--- src/rtl/fb_pkg.sv ---
// fb_pkg: shared frame-buffer geometry, colours and arbiter state type
package fb_pkg;
   localparam int SCREEN_W = 176;
   localparam int SCREEN_H = 120;
   localparam int FB_WORDS = SCREEN_W * SCREEN_H;
   localparam int FB_AW = 15;
   localparam int FB_DW = 3;
   localparam logic [2:0] COLOR_SCREEN = 3'b101;
   localparam logic [2:0] COLOR_OBJECT = 3'b111;
   localparam int PADDLE_W = 4;
   localparam int PADDLE_H = 24;
   localparam int PADDLE_X = 8;
   localparam int BALL_SIZE = 4;
   typedef enum logic {CLEAR, ARB} fb_state_t;
   function automatic int px_addr(input int x, input int y);
      return y * SCREEN_W + x;
   endfunction
endpackage

--- src/rtl/fb_write_arbiter_if.sv ---
// fb_write_arbiter_if: requester handshake, control and frame-buffer write port
interface fb_write_arbiter_if #(
   parameter int AW = 15,
   parameter int DW = 3,
   parameter int NREQ = 2
);
   logic [NREQ-1:0]    req_valid;
   logic [NREQ*AW-1:0] req_addr;
   logic [NREQ*DW-1:0] req_data;
   logic [NREQ-1:0]    req_ready;
   logic               clr_req;
   logic               fb_hold;
   logic               clr_busy;
   logic [AW-1:0]      mem_px_addr;
   logic [DW-1:0]      mem_px_data;
   logic               px_wr;
   logic               err_oob;
   modport master (
      output req_valid, req_addr, req_data, clr_req, fb_hold,
      input  req_ready, clr_busy, mem_px_addr, mem_px_data, px_wr, err_oob
   );
   modport slave (
      input  req_valid, req_addr, req_data, clr_req, fb_hold,
      output req_ready, clr_busy, mem_px_addr, mem_px_data, px_wr, err_oob
   );
endinterface

--- src/rtl/rr_arbiter.sv ---
// rr_arbiter: combinational one-hot grant, first request at or above the pointer with wrap
module rr_arbiter #(
   parameter int NREQ = 2,
   localparam int PW = $clog2(NREQ)
) (
   input  logic [NREQ-1:0] i_req,
   input  logic [PW-1:0]   i_ptr,
   output logic [NREQ-1:0] o_gnt,
   output logic [PW-1:0]   o_idx
);
   logic [PW:0] w_j;
   logic        w_found;
   // scan NREQ slots starting at the pointer, take the first valid one
   always_comb begin
      o_gnt = '0;
      o_idx = '0;
      w_found = 1'b0;
      w_j = '0;
      for (int k = 0; k < NREQ; k++) begin
         w_j = {1'b0, i_ptr} + (PW+1)'(k);
         if (w_j >= (PW+1)'(NREQ)) w_j = w_j - (PW+1)'(NREQ);
         if (!w_found && i_req[w_j[PW-1:0]]) begin
            w_found = 1'b1;
            o_gnt[w_j[PW-1:0]] = 1'b1;
            o_idx = w_j[PW-1:0];
         end
      end
   end
endmodule

--- src/rtl/fb_write_arbiter.sv ---
// fb_write_arbiter: round-robin frame-buffer write sharing with built-in screen clear
module fb_write_arbiter
   import fb_pkg::*;
#(
   parameter int AW = 15,
   parameter int DW = 3,
   parameter int NREQ = 2,
   parameter int SCREEN_W = fb_pkg::SCREEN_W,
   parameter int SCREEN_H = fb_pkg::SCREEN_H,
   parameter logic [DW-1:0] COLOR_SCREEN = fb_pkg::COLOR_SCREEN
) (
   input logic clk,
   input logic rst,
   fb_write_arbiter_if.slave bus
);
   localparam int PW = $clog2(NREQ);
   localparam int NWORDS = SCREEN_W * SCREEN_H;
   localparam logic [AW-1:0] LAST = AW'(NWORDS - 1);
   localparam logic [AW:0] LIMIT = (AW+1)'(NWORDS);
   fb_state_t       r_state, w_state_nxt;
   logic [AW-1:0]   r_cnt, w_cnt_nxt;
   logic [PW-1:0]   r_ptr;
   logic            r_px_wr, r_err_oob, r_clr_busy;
   logic [AW-1:0]   r_addr;
   logic [DW-1:0]   r_data;
   logic [NREQ-1:0] w_gnt;
   logic [PW-1:0]   w_idx;
   logic            w_clr_wr, w_xfer, w_oob;
   logic [AW-1:0]   w_addr;
   logic [DW-1:0]   w_data;
   rr_arbiter #(.NREQ(NREQ)) u_rr (
      .i_req(bus.req_valid),
      .i_ptr(r_ptr),
      .o_gnt(w_gnt),
      .o_idx(w_idx)
   );
   assign w_addr = bus.req_addr[int'(w_idx)*AW +: AW];
   assign w_data = bus.req_data[int'(w_idx)*DW +: DW];
   assign w_xfer = |bus.req_ready;
   assign w_oob = {1'b0, w_addr} >= LIMIT;
   // next state, clear stepping and grant gating; clr_req pre-empts any grant
   always_comb begin
      w_state_nxt = r_state;
      w_cnt_nxt = r_cnt;
      w_clr_wr = 1'b0;
      bus.req_ready = '0;
      if (r_state == CLEAR) begin
         if (!bus.fb_hold) begin
            w_clr_wr = 1'b1;
            w_cnt_nxt = (r_cnt == LAST) ? '0 : r_cnt + 1'b1;
            if (r_cnt == LAST) w_state_nxt = ARB;
         end
      end else if (bus.clr_req) begin
         w_state_nxt = CLEAR;
      end else if (!bus.fb_hold) begin
         bus.req_ready = w_gnt;
      end
   end
   // state, pointer and registered write port; dropped out-of-range writes flag err_oob
   always_ff @(posedge clk or negedge rst) begin
      if (!rst) begin
         r_state <= CLEAR;
         r_cnt <= '0;
         r_ptr <= '0;
         r_px_wr <= 1'b0;
         r_err_oob <= 1'b0;
         r_clr_busy <= 1'b0;
         r_addr <= '0;
         r_data <= '0;
      end else begin
         r_state <= w_state_nxt;
         r_cnt <= w_cnt_nxt;
         r_clr_busy <= (w_state_nxt == CLEAR);
         r_px_wr <= w_clr_wr | (w_xfer & ~w_oob);
         r_err_oob <= w_xfer & w_oob;
         if (w_clr_wr) begin
            r_addr <= r_cnt;
            r_data <= COLOR_SCREEN;
         end else if (w_xfer && !w_oob) begin
            r_addr <= w_addr;
            r_data <= w_data;
         end
         if (w_xfer) r_ptr <= (w_idx == PW'(NREQ - 1)) ? '0 : w_idx + 1'b1;
      end
   end
   assign bus.mem_px_addr = r_addr;
   assign bus.mem_px_data = r_data;
   assign bus.px_wr = r_px_wr;
   assign bus.err_oob = r_err_oob;
   assign bus.clr_busy = r_clr_busy;
endmodule

--- src/flat_wrapper.sv ---
// flat-port wrapper written by rule: the top's interface ports become plain ports
module fb_write_arbiter_flat import fb_pkg::*;
#(
   parameter int AW = 15,
   parameter int DW = 3,
   parameter int NREQ = 2,
   parameter int SCREEN_W = fb_pkg::SCREEN_W,
   parameter int SCREEN_H = fb_pkg::SCREEN_H,
   parameter logic [DW-1:0] COLOR_SCREEN = fb_pkg::COLOR_SCREEN
)
  (clk, rst, bus_req_valid, bus_req_addr, bus_req_data, bus_clr_req, bus_fb_hold, bus_req_ready, bus_clr_busy, bus_mem_px_addr, bus_mem_px_data, bus_px_wr, bus_err_oob);
  fb_write_arbiter_if #(.AW(AW), .DW(DW), .NREQ(NREQ)) bus_i ();
  input logic clk;
  input logic rst;
  input wire logic [$bits(bus_i.req_valid)-1:0] bus_req_valid;
  input wire logic [$bits(bus_i.req_addr)-1:0] bus_req_addr;
  input wire logic [$bits(bus_i.req_data)-1:0] bus_req_data;
  input wire logic [$bits(bus_i.clr_req)-1:0] bus_clr_req;
  input wire logic [$bits(bus_i.fb_hold)-1:0] bus_fb_hold;
  output wire logic [$bits(bus_i.req_ready)-1:0] bus_req_ready;
  output wire logic [$bits(bus_i.clr_busy)-1:0] bus_clr_busy;
  output wire logic [$bits(bus_i.mem_px_addr)-1:0] bus_mem_px_addr;
  output wire logic [$bits(bus_i.mem_px_data)-1:0] bus_mem_px_data;
  output wire logic [$bits(bus_i.px_wr)-1:0] bus_px_wr;
  output wire logic [$bits(bus_i.err_oob)-1:0] bus_err_oob;
  assign bus_i.req_valid = bus_req_valid;
  assign bus_i.req_addr = bus_req_addr;
  assign bus_i.req_data = bus_req_data;
  assign bus_i.clr_req = bus_clr_req;
  assign bus_i.fb_hold = bus_fb_hold;
  assign bus_req_ready = bus_i.req_ready;
  assign bus_clr_busy = bus_i.clr_busy;
  assign bus_mem_px_addr = bus_i.mem_px_addr;
  assign bus_mem_px_data = bus_i.mem_px_data;
  assign bus_px_wr = bus_i.px_wr;
  assign bus_err_oob = bus_i.err_oob;
  fb_write_arbiter #(.AW(AW), .DW(DW), .NREQ(NREQ), .SCREEN_W(SCREEN_W), .SCREEN_H(SCREEN_H), .COLOR_SCREEN(COLOR_SCREEN)) u_core (.clk(clk), .rst(rst), .bus(bus_i));
endmodule
--- config.mk ---
export PLATFORM = sky130hd
export DESIGN_NAME = fb_write_arbiter_flat
export DESIGN_NICKNAME = d
export VERILOG_FILES = /design/src/rtl/fb_pkg.sv /design/src/rtl/fb_write_arbiter_if.sv /design/src/rtl/rr_arbiter.sv /design/src/rtl/fb_write_arbiter.sv /design/src/flat_wrapper.sv
export SDC_FILE = /design/constraint.sdc
export NUM_CORES = 1
export LEC_CHECK = 0
export BUFFER_PORTS_ARGS = -buffer_cell sky130_fd_sc_hd__buf_2
export CAP_MARGIN = 25
export CORE_MARGIN = 3
export CORE_UTILIZATION = 57
export CTS_BUF_LIST = sky130_fd_sc_hd__clkbuf_8
export DETAILED_ROUTE_END_ITERATION = 10
export GPL_TIMING_DRIVEN = 0
export PLACE_DENSITY = 0.88
export SLEW_MARGIN = 20
export SYNTH_ARGS = -nofsm -noshare
export SYNTH_HDL_FRONTEND = slang
export SYNTH_HIERARCHICAL = 1
export SYNTH_SLANG_ARGS = --single-unit
--- constraint.sdc ---
create_clock -name clk -period 6.5 [get_ports clk]
set_input_delay 1.625 -clock clk [delete_from_list [all_inputs] [get_ports clk]]
set_output_delay 1.625 -clock clk [all_outputs]
set_load 0.01 [all_outputs]
==> run_results.csv <==
group,metric,value,unit
status,status,"finished clean",
worst_setup_path,crit_type,"input port to primary output",
logic_synthesis,synthTopCellsByArea,"dfrtp_1 (44%), mux2i_1 (8.3%), o311a_1 (6.0%)",
grt,grt_max_degree,39,
logic_synthesis,yosysUniqueCellTypes,42,
clock_tree,hold_buffers,0,
worst_setup_path,cp-endpoint,"bus_req_ready[1]",
logic_synthesis,synth_area_per_cell,10.4,um2
sta,rsz0062_at_grt,"false",
worst_setup_path,r2r_setup_slack,4.13,ns
clock_tree,cts_buffers,5,
logic_synthesis,syn_area,0.00216,mm2
grt,grt_pass1_vias,1916,
worst_setup_path,worst_r2r_path_depth,8,
grt,antenna_found_initial,0,
place,dpl.hpwl,4040,um
sta,finalSetupTns,0,ns
clock_tree,clk_pin_slew,0.07,ns
sta,timing.final.crit_share,0.677,
sta,slew_violations,0,
detailed_routing,drt_wl_total,5350,um
final_layout,final_cell_mix,"buf_2 (65), dfrtp_1 (38), mux2i_1 (18)",
detailed_routing,dr_wl_met2,2730,um
detailed_routing,wl_met3,463,um
sta,slew_headroom,0.451,
final_layout,final_common_cell,"buf_2",
die,rows,21,
logic_synthesis,yosys_warnings,6,
clock_tree,cts.path.max_buffers,2,
grt,grt_usage,0.255,
place,portBuffers,64,
power,leakage,1.16,nW
detailed_routing,dr.max_layer_used,"met4",
power,power,0.664,mW
final_layout,n_fill_cell,257,
clock_tree,cts_tree,"built",
worst_setup_path,reg2reg_from,"u_core/r_ptr",
worst_setup_path,end_kind,"primary output",
worst_setup_path,startpoint,"bus_fb_hold",
clock_tree,clk_latency,0.29,ns
power,p_per_area,250,mW/mm2
sta,worst_pin_slew,0.824,ns
logic_synthesis,synth_seq_cells,38,
clock_tree,cts-root-buf,"clkbuf_8",
die,die_y,67.5,um
worst_setup_path,cp_common_cell,"buf_2",
logic_synthesis,synth_top_area_frac,0.441,
sta,hold_viol_final,0,
sta,max_freq,0.227,GHz
final_layout,area_growth,22.8,%
detailed_routing,drcViolationCount,0,
logic_synthesis,yosysSeqAreaShare,0.441,
detailed_routing,ant_nets,0,
grt,grt_overflow,0,
worst_setup_path,worst_ep_required_time,4.88,ns
detailed_routing,drt-met1-wl,2090,um
place,place.gp.congestion,0.882,
logic_synthesis,syn_nets,251,
worst_setup_path,max_stage_delay,0.46,ns
clock_tree,cts_resized,0,
die,die-area,0.00456,mm2
sta,setup_violations,0,
clock_tree,cts.sinks,38,
worst_setup_path,crit_chain,"buf_2 > clkbuf_1 > nor3b_1 > and2_1 > buf_2",
logic_synthesis,yosysTopAreaCell,"dfrtp_1",
worst_hold_path,hold_depth,1,
die,ios,65,
detailed_routing,drt-pass1-iter-count,4,
worst_setup_path,regToRegEndpoint,"u_core/bus.mem_px_addr[5]",
logic_synthesis,syn_inst,208,
final_layout,fin_nets,322,
detailed_routing,vias,2010,
detailed_routing,first_iter_violations,129,
run,max_cap_viol_count,0,
detailed_routing,wl_per_cell,16.4,um
clock_tree,post_cts_buffers,0,
worst_setup_path,cp_slowest_cell,"nor3b_1",
die,initial_core_util,0.618,
grt,grt_pass1_wl,8530,um
worst_setup_path,cp.arrival,2.77,ns
final_layout,antenna-diode-count,0,
power,peakVddDrop,195,uV
die,placeableCoreArea,0.00349,mm2
clock_tree,htreeDepth,2,
sta,layout_min_cycle_time,4.40,ns
detailed_routing,vias_per_cell,6.17,
final_layout,drive_gt1_frac,0.318,
worst_hold_path,hold_path.class,"flop to flop",
sta,skew,0.00442,ns
die,die_w,67.5,um
worst_setup_path,crit_fanout,10,
worst_setup_path,worst_setup_path_start_kind,"input port",
==> sequential cells by signal, summed over array words and instances (netlist names) <==
register	cells
u_core/bus.px_wr	1
u_core/bus.mem_px_addr	15
u_core/r_ptr	1
u_core/r_cnt	15
u_core/bus.mem_px_data	3
u_core/bus.err_oob	1
u_core/r_state	1
u_core/bus.clr_busy	1
==> stage by stage <==
stage / worst slack (ns) / cells / hold slack, ns / instance area (um2) / utilization
after floorplan: 2.67 / 208 / 0.473 / 2160 / -
after global placement: 2.20 / 318 / 0.506 / 2540 / 0.726
after detailed placement: 2.08 / 318 / 0.519 / 2540 / 0.726
after CTS: 2.07 / 326 / 0.537 / 2650 / 0.758
after global routing: 1.99 / 326 / 0.564 / 2650 / 0.758
final: 2.10 / 326 / 0.536 / 2650 / 0.758
==> logic make-up after synthesis <==
kind of cell / synth area share
buffers and inverters: 0.0388
multiplexers: 0.101
AO/OA/AOI/OAI: 0.202
XOR/XNOR: 0.0365
adder cells (fa/ha/maj): 0.00580
AND/OR/NAND/NOR: 0.176
flip-flops: 0.441
==> report_power, final <==
part           switching, mW  internal (mW)  leakage, nW  total, mW
Clock                 0.0868          0.114       0.0504      0.201
Sequential            0.0371          0.274        0.444      0.311
Combinational         0.0779         0.0737        0.670      0.152
==> critical path, delay by kind of cell <==
kind	cells	cell delay (ns)
AND/OR/NAND/NOR	2	0.66
buffers and inverters	3	0.48
==> Yosys cell counts <==
| cell | number |
|---|---|
| inv_1 | 4 |
| or2_2 | 3 |
| a21boi_0 | 1 |
| and2_1 | 3 |
| o221a_2 | 1 |
| buf_2 | 1 |
| xor2_1 | 4 |
| o22ai_1 | 1 |
| buf_6 | 2 |
| or4_1 | 1 |
| or3_1 | 12 |
| a21boi_2 | 1 |
| and4_1 | 1 |
| clkbuf_1 | 6 |
| o21a_4 | 1 |
| o2bb2ai_1 | 1 |
| nor2_1 | 15 |
| nand2b_1 | 2 |
| nand4_1 | 7 |
| nand2_1 | 15 |
| o221ai_1 | 1 |
| nand3_1 | 4 |
| a21boi_1 | 2 |
| nor3b_1 | 4 |
| mux2_2 | 2 |
| buf_4 | 2 |
| o21ai_2 | 1 |
| and4bb_2 | 1 |
| nor3_1 | 2 |
| mux2i_1 | 18 |
| o311a_1 | 13 |
| mux2_4 | 1 |
| o211ai_1 | 16 |
| o31ai_1 | 2 |
| xnor2_1 | 5 |
| dfrtp_1 | 38 |
| a21oi_1 | 5 |
| a2111oi_4 | 1 |
| o21ai_0 | 5 |
| nor4b_1 | 1 |
| ha_1 | 1 |
| buf_1 | 1 |
==> how the worst min path moves through the flow <==
| stage | startpoint | endpoint | slack [ns] |
|---|---|---|---|
| finish | u_core/bus.mem_px_addr[1] | u_core/bus.mem_px_addr[1] | 0.54 |
| global route | u_core/bus.mem_px_addr[2] | u_core/bus.mem_px_addr[2] | 0.56 |
| CTS | u_core/r_ptr | u_core/r_ptr | 0.54 |
| detailed placement | u_core/r_ptr | u_core/r_ptr | 0.52 |
| global placement | u_core/r_ptr | u_core/r_ptr | 0.51 |
| floorplan | u_core/r_cnt[4] | u_core/r_cnt[4] | 0.47 |
==> metal layers <==
layer,global-route usage,up-vias
li1,-,931
met5,0,-
met4,0.0861,0
met2,0.434,96
met3,0.0682,6
met1,0.310,977
==> final cells by class <==
class	instances	area, um2	share of cell area
clock buffers	5	68.8	0.0260
plain buffers	12	68.8	0.0260
inverters	4	15.0	0.00567
multi-input cells	154	1120	0.424
well taps	46	57.6	0.0217
clock inverters	3	45.0	0.0170
repair buffers	64	320	0.121
flip-flops and latches	38	951	0.359
Note: power is estimated with default switching activity, not from simulation.
